`src/rtl/video_timing_out.sv`:
```
// video_timing_out
// Raster timing generator and HDMI output stage.
//
// The generator walks hCount/vCount over the full raster and decodes
// DE/HSYNC/VSYNC from the counters. During active video it requests pixels
// from the upstream RGB source by asserting pixelRequest with pixelX/pixelY.
// The upstream source answers PIXEL_LATENCY cycles later. The decoded
// DE/syncs are delayed by the same number of cycles, so the data and the
// controls meet at one output register.
//
// Optional build macro: TEST_PATTERN_EN adds the testPattern input. When
// testPattern is high, the output shows eight vertical colour bars instead
// of pixelData.
//
// Ports:
//   clock        pixel clock (only clock)
//   reset        synchronous, active-high reset (has priority over enable)
//   enable       run the raster; low holds the counters at (0,0)
//   testPattern  (TEST_PATTERN_EN only) select colour bars over pixelData
//   pixelData    RGB {R,G,B} from upstream, valid PIXEL_LATENCY after request
//   pixelRequest high while the current position is active video
//   pixelX/Y     active coordinates, 0 when pixelRequest is low
//   frameStart   one-cycle pulse at position (0,0)
//   hdmiData     registered RGB, 0 during blanking
//   hdmiDE       registered data enable
//   hdmiHSync    registered HSYNC, active level HS_POL
//   hdmiVSync    registered VSYNC, active level VS_POL
module video_timing_out #(
  parameter int H_ACTIVE      = 1920,
  parameter int H_FRONT       = 88,
  parameter int H_SYNC        = 44,
  parameter int H_BACK        = 148,
  parameter int V_ACTIVE      = 1080,
  parameter int V_FRONT       = 4,
  parameter int V_SYNC        = 5,
  parameter int V_BACK        = 36,
  parameter bit HS_POL        = 1'b1,
  parameter bit VS_POL        = 1'b1,
  parameter int PIXEL_LATENCY = 1    // legal range 1..4
) (
  input  logic        clock,
  input  logic        reset,
  input  logic        enable,
`ifdef TEST_PATTERN_EN
  input  logic        testPattern,
`endif
  input  logic [23:0] pixelData,
  output logic        pixelRequest,
  output logic [11:0] pixelX,
  output logic [10:0] pixelY,
  output logic        frameStart,
  output logic [23:0] hdmiData,
  output logic        hdmiDE,
  output logic        hdmiHSync,
  output logic        hdmiVSync
);

  localparam int H_TOTAL = H_ACTIVE + H_FRONT + H_SYNC + H_BACK;
  localparam int V_TOTAL = V_ACTIVE + V_FRONT + V_SYNC + V_BACK;

  localparam logic [11:0] H_LAST   = 12'(H_TOTAL - 1);
  localparam logic [11:0] H_ACT    = 12'(H_ACTIVE);
  localparam logic [11:0] HS_START = 12'(H_ACTIVE + H_FRONT);
  localparam logic [11:0] HS_END   = 12'(H_ACTIVE + H_FRONT + H_SYNC);
  localparam logic [10:0] V_LAST   = 11'(V_TOTAL - 1);
  localparam logic [10:0] V_ACT    = 11'(V_ACTIVE);
  localparam logic [10:0] VS_START = 11'(V_ACTIVE + V_FRONT);
  localparam logic [10:0] VS_END   = 11'(V_ACTIVE + V_FRONT + V_SYNC);

  logic [11:0] hCountReg, hCountNext;
  logic [10:0] vCountReg, vCountNext;

  // Raster counters. While the generator is idle, the counters are held at
  // (0,0). This makes the first enabled cycle the top-left pixel.
  always_comb begin
    hCountNext = hCountReg;
    vCountNext = vCountReg;
    if (!enable) begin
      hCountNext = '0;
      vCountNext = '0;
    end else if (hCountReg == H_LAST) begin
      hCountNext = '0;
      vCountNext = (vCountReg == V_LAST) ? 11'd0 : vCountReg + 11'd1;
    end else begin
      hCountNext = hCountReg + 12'd1;
    end
  end

  always_ff @(posedge clock) begin
    if (reset) begin
      hCountReg <= '0;
      vCountReg <= '0;
    end else begin
      hCountReg <= hCountNext;
      vCountReg <= vCountNext;
    end
  end

  // Stage 0 decode. The decode is gated by reset as well as enable. This
  // stops a stale (0,0) from producing a request or a frame pulse while
  // reset is still held.
  logic running, de0, hs0, vs0;
  assign running = enable && !reset;
  assign de0 = running && (hCountReg < H_ACT) && (vCountReg < V_ACT);
  assign hs0 = running && (hCountReg >= HS_START) && (hCountReg < HS_END);
  assign vs0 = running && (vCountReg >= VS_START) && (vCountReg < VS_END);

  assign pixelRequest = de0;
  assign pixelX       = de0 ? hCountReg : 12'd0;
  assign pixelY       = de0 ? vCountReg : 11'd0;
  assign frameStart   = running && (hCountReg == 12'd0) && (vCountReg == 11'd0);

  // Delay line that matches the upstream pixel latency. Each stage holds the
  // "active" meaning of the sync signals. Polarity is applied only at the
  // output register.
  for (genvar gi = 0; gi < PIXEL_LATENCY; gi++) begin : stageGen
    logic deIn, hsIn, vsIn;
    logic deStage, hsStage, vsStage;
`ifdef TEST_PATTERN_EN
    logic [11:0] xIn, xStage;
`endif
    if (gi == 0) begin : firstStage
      assign deIn = de0;
      assign hsIn = hs0;
      assign vsIn = vs0;
`ifdef TEST_PATTERN_EN
      assign xIn  = pixelX;
`endif
    end else begin : laterStage
      assign deIn = stageGen[gi-1].deStage;
      assign hsIn = stageGen[gi-1].hsStage;
      assign vsIn = stageGen[gi-1].vsStage;
`ifdef TEST_PATTERN_EN
      assign xIn  = stageGen[gi-1].xStage;
`endif
    end

    always_ff @(posedge clock) begin
      if (reset) begin
        deStage <= 1'b0;
        hsStage <= 1'b0;
        vsStage <= 1'b0;
`ifdef TEST_PATTERN_EN
        xStage  <= '0;
`endif
      end else begin
        deStage <= deIn;
        hsStage <= hsIn;
        vsStage <= vsIn;
`ifdef TEST_PATTERN_EN
        xStage  <= xIn;
`endif
      end
    end
  end

  logic        deDly, hsDly, vsDly;
  logic [23:0] srcData;
  assign deDly = stageGen[PIXEL_LATENCY-1].deStage;
  assign hsDly = stageGen[PIXEL_LATENCY-1].hsStage;
  assign vsDly = stageGen[PIXEL_LATENCY-1].vsStage;

`ifdef TEST_PATTERN_EN
  localparam int          BAR_W   = (H_ACTIVE / 8 < 1) ? 1 : H_ACTIVE / 8;
  localparam logic [11:0] BAR_W_V = 12'(BAR_W);

  // Any column past the eighth bar (H_ACTIVE not divisible by 8) is shown
  // as black, which is the same colour as the last bar.
  function automatic logic [23:0] barColour(input logic [11:0] x);
    logic [11:0] barIdx;
    barIdx = x / BAR_W_V;
    case (barIdx)
      12'd0:   return 24'hFFFFFF;
      12'd1:   return 24'hFFFF00;
      12'd2:   return 24'h00FFFF;
      12'd3:   return 24'h00FF00;
      12'd4:   return 24'hFF00FF;
      12'd5:   return 24'hFF0000;
      12'd6:   return 24'h0000FF;
      default: return 24'h000000;
    endcase
  endfunction

  assign srcData = testPattern ? barColour(stageGen[PIXEL_LATENCY-1].xStage)
                               : pixelData;
`else
  assign srcData = pixelData;
`endif

  always_ff @(posedge clock) begin
    if (reset) begin
      hdmiData  <= 24'h000000;
      hdmiDE    <= 1'b0;
      hdmiHSync <= ~HS_POL;
      hdmiVSync <= ~VS_POL;
    end else begin
      hdmiData  <= deDly ? srcData : 24'h000000;
      hdmiDE    <= deDly;
      hdmiHSync <= hsDly ? HS_POL : ~HS_POL;
      hdmiVSync <= vsDly ? VS_POL : ~VS_POL;
    end
  end

endmodule

```
`config.mk`:
```
export PLATFORM = sky130hd
export DESIGN_NAME = video_timing_out
export DESIGN_NICKNAME = d
export VERILOG_FILES = /design/src/rtl/video_timing_out.sv
export SDC_FILE = /design/constraint.sdc
export NUM_CORES = 1
export LEC_CHECK = 0
export BUFFER_PORTS_ARGS = -buffer_cell sky130_fd_sc_hd__clkbuf_2
export CORE_MARGIN = 1
export CORE_UTILIZATION = 25
export CTS_CLUSTER_DIAMETER = 100
export DETAILED_ROUTE_END_ITERATION = 7
export PLACE_DENSITY = 0.44
export SYNTH_ARGS = -nofsm -noshare
export SYNTH_HDL_FRONTEND = slang
export SYNTH_SLANG_ARGS = --single-unit
export TNS_END_PERCENT = 20
```
`constraint.sdc`:
```
create_clock -name clock -period 6.3 [get_ports clock]
set_input_delay 0.945 -clock clock [delete_from_list [all_inputs] [get_ports clock]]
set_output_delay 0.945 -clock clock [all_outputs]
set_load 0.02 [all_outputs]
```
==> results_tabular.tex <==
\begin{tabular}{lr}
\hline
Metric & Value \\
\hline
\multicolumn{2}{l}{\textbf{Yosys}} \\
\quad Synth Area in Compound Gates & 5.91\% \\
\quad Synth Flop Type & dfxtp\_1 \\
\quad Synth Register Bits & 53 \\
\quad Area leader, netlist & dfxtp\_1 \\
\quad Proportion of synthesized flip-flops having asynchronous set or reset & 0\% \\
\quad Adder and majority gate portion of the synthesized area & 2.29\% \\
\quad Number of library cell types mapped by synthesis & 38 \\
\quad Post-synthesis sequential area ratio & 48.7\% \\
\quad Post-synthesis cell area & 2180 um\^{}2 \\
\quad Mapped Cells & 239 \\
\quad Synthesis warning total & 0 \\
\quad Synthesized-area fraction occupied by xor and xnor cells & 4.42\% \\
\quad Post-synth net total & 270 \\
\quad Combinational family with the most area after synthesis & simple AND/OR/NAND/NOR gates \\
\quad Multiplexer fraction of the synthesized cell area & 0.918\% \\
\quad Average instance area after synthesis & 9.12 um\^{}2 \\
\quad Fraction of the mapped netlist area in simple logic gates & 33.8\% \\
\quad Number of enable flip-flop cells after synthesis & 0 \\
\quad Share of the synthesized area in the top cell type & 48.7\% \\
\quad Top area cells in the synthesized netlist & dfxtp\_1, and2\_1, xnor2\_1 \\
\multicolumn{2}{l}{\textbf{CTS}} \\
\quad Buffer levels on the longest clock path & 2 \\
\quad Number of gates resized after cts & 0 \\
\quad TritonCTS clock tree & built \\
\quad Clock transition at the registers of the reported paths & 0.10 ns \\
\quad Setup bufs post-CTS & 0 \\
\quad Number of buffers created by CTS & 5 \\
\quad Clock Sinks & 53 \\
\quad Maximum level of the CTS H-tree & 2 \\
\quad Buffer type at the clock tree root & clkbuf\_8 \\
\quad Number of hold buffers added after cts & 0 \\
\quad Latest clock arrival within the worst-skew pair & 0.30 ns \\
\multicolumn{2}{l}{\textbf{Detailed routing}} \\
\quad Routed vias & 1844 \\
\quad Number of antenna-violating nets in the routed design & 0 \\
\quad WL final & 5050 um \\
\quad Detailed-route vias per instance & 4.44 \\
\quad Number of detailed-routing iterations run before antenna repair & 4 \\
\quad Number of remaining DRC errors & 0 \\
\quad DRC violation total after the first TritonRoute iteration & 65 \\
\quad Post-DR wirelength/cell & 12.2 um \\
\multicolumn{2}{l}{\textbf{Global routing}} \\
\quad Global-route wire length before repair & 8240 um \\
\quad Number of antenna violations at the first check in global routing & 0 \\
\quad Total congestion overflow & 0 \\
\quad Global router's overall resource usage & 11.6\% \\
\quad Via count of the first global-routing pass & 1749 \\
\quad Maximum number of pins on one net before global-route repair & 26 \\
\multicolumn{2}{l}{\textbf{Outcome}} \\
\quad Status & finished clean \\
\multicolumn{2}{l}{\textbf{Setup path}} \\
\quad Critical path class & input pin to output port \\
\quad Worst-case register-to-register setup slack & 3.60 ns \\
\quad Cells along the critical path & clkbuf\_2 -> nor2b\_1 -> nand2b\_1 -> and3b\_1 -> and2\_1 -> clkbuf\_2 \\
\quad Worst setup SP type & input pin \\
\quad Library cell appearing most often on the critical path & clkbuf\_2 \\
\quad Number of cells traversed by the worst register-to-register path & 4 \\
\quad Critical Path Slowest Stage Cell & and3b\_1 \\
\quad Required arrival time at the worst endpoint & 5.35 ns \\
\quad Element type at the critical path end & output port \\
\quad Worst endpoint data arrival time & 2.70 ns \\
\quad Crit path max fanout & 23 \\
\quad CP peak stage delay & 0.67 ns \\
\multicolumn{2}{l}{\textbf{STA}} \\
\quad Crit share post-route & 57.9\% \\
\quad RSZ-0062 raised after global routing & false \\
\quad Final-report setup violation count & 0 \\
\quad Count of final max-slew check failures & 0 \\
\quad Final setup skew & 0.00740 ns \\
\quad Final sum of negative setup slack & 0 ns \\
\quad Shortest clock period the worst path allows after layout & 3.65 ns \\
\quad Maximum clock frequency & 274 MHz \\
\quad Measured slew at the worst slew-check pin & 1.00 ns \\
\quad Worst relative slew slack & 32.6\% \\
\quad Count of endpoints failing hold in the final timing report & 0 \\
\multicolumn{2}{l}{\textbf{Finish}} \\
\quad Fill cell count & 884 \\
\quad Diodes inserted & 0 \\
\quad Commonest non-fill, non-tap cells in the layout & clkbuf\_2, dfxtp\_1, and2\_1, nor2\_1, nand3\_1 \\
\quad Share of layout cells above drive strength 1 & 28.1\% \\
\quad Util after Layout & 32.9\% \\
\quad Most frequent standard cell in the layout excluding fill and tap cells & clkbuf\_2 \\
\quad Synth-to-layout area growth & 26.0\% \\
\quad Total number of nets in the final design & 340 \\
\quad Final Instance Area & 2750 um\^{}2 \\
\multicolumn{2}{l}{\textbf{Flow run}} \\
\quad Max-capacitance violation count & 0 \\
\multicolumn{2}{l}{\textbf{Power and ir drop}} \\
\quad Power per Cell Area & 221 nW/um\^{}2 \\
\quad Leak Pwr & 1.18 nW \\
\quad Largest vdd supply drop & 0.0924 mV \\
\multicolumn{2}{l}{\textbf{Floorplanning}} \\
\quad Width of the die & 95.4 um \\
\quad Area of the core & 8340 um\^{}2 \\
\quad Chip height & 95.4 um \\
\quad Number of standard-cell rows in the floorplan & 33 \\
\quad Initial cell density of the core & 26.1\% \\
\quad Area of the die & 9100 um\^{}2 \\
\quad Number of ports placed on the die boundary & 79 \\
\multicolumn{2}{l}{\textbf{Placed design}} \\
\quad Port Buffers & 77 \\
\quad Placed wire-length estimate after detailed placement & 3600 um \\
\quad RD Place Congestion & 0.700 \\
\quad Post-Place Cell Area & 2640 um\^{}2 \\
\multicolumn{2}{l}{\textbf{Min path}} \\
\quad Worst hold path class & flip-flop to flip-flop \\
\quad Hold Crit Depth & 1 \\
\hline
\end{tabular}
-- routing by layer --
layer  GRT usage, %  share of wire (%)
met4           3.36                1.1
met3           3.43                8.4
met2           19.4                 43
met5              0                  0
met1           14.3                 48
-- report_power, final --
group          switching (mW)  total [mW]  internal, mW
logic                  0.0196      0.0332        0.0136
registers             0.00180       0.342         0.340
clock network           0.113       0.232         0.119
total                   0.134       0.607         0.473
-- cell usage after synthesis (all sizes together) (2+ instances only) --
cell,n
dfxtp,53
and2,46
nor2,20
clkbuf,12
nand3,10
or4,10
nand2,9
xnor2,9
a21oi,8
nand4,6
o21ai,6
o31ai,5
and3,4
ha,4
inv,4
nor2b,4
nor3,4
buf,3
and3b,2
mux2i,2
nand2b,2
nor4,2
or3,2
xor2,2
-- through the flow --
step           hold slack [ns]  setup slack (ns)  power, mW  std cells
2_1_floorplan            0.414              2.98      0.368        239
3_3_place_gp             0.437              2.67      0.384        407
3_5_place_dp             0.430              2.62      0.383        407
4_1_cts                  0.452              2.61      0.619        415
5_1_grt                  0.457              2.43      0.636        415
6_report                 0.449              2.65      0.607        415
-- final timing paths --
check	start	to
setup / recovery	reset	pixelX[0]
hold / removal	stageGen[0].vsStage	hdmiVSync
setup reg to reg	hCountReg[3]	vCountReg[0]
hold reg to reg	stageGen[0].vsStage	hdmiVSync
-- sequential cells by signal, summed over array words and instances, names as in the netlist --
signal / cells
deDly: 1
hCountReg: 12
hdmiDE: 1
hdmiData: 24
hdmiHSync: 1
hdmiVSync: 1
hsDly: 1
stageGen.vsStage: 1
vCountReg: 11
-- worst max-delay path, delay by kind of cell --
kind                   cells  cell delay [ns]
buffers and inverters      2             0.28
and+or+nand+nor            4             1.47
-- area by class of cell --
type	instances	area (um^2)	area share (%)
Multi-Input combinational cell	167	1040	37.7
Tap cell	105	131	4.78
Inverter	4	15.0	0.546
Clock inverter	2	38.8	1.41
Sequential cell	53	1060	38.6
Timing Repair Buffer	78	393	14.3
Clock buffer	6	72.6	2.64
-- kinds of logic after synthesis --
| family | after synthesis |
|---|---|
| AO/OA/AOI/OAI | 22 |
| XOR/XNOR | 11 |
| adder cells (fa/ha/maj) | 4 |
| flip-flops | 53 |
| AND/OR/NAND/NOR | 127 |
| buffers and inverters | 19 |
| other | 1 |
| multiplexers | 2 |
(Power assumes the default switching activity.)
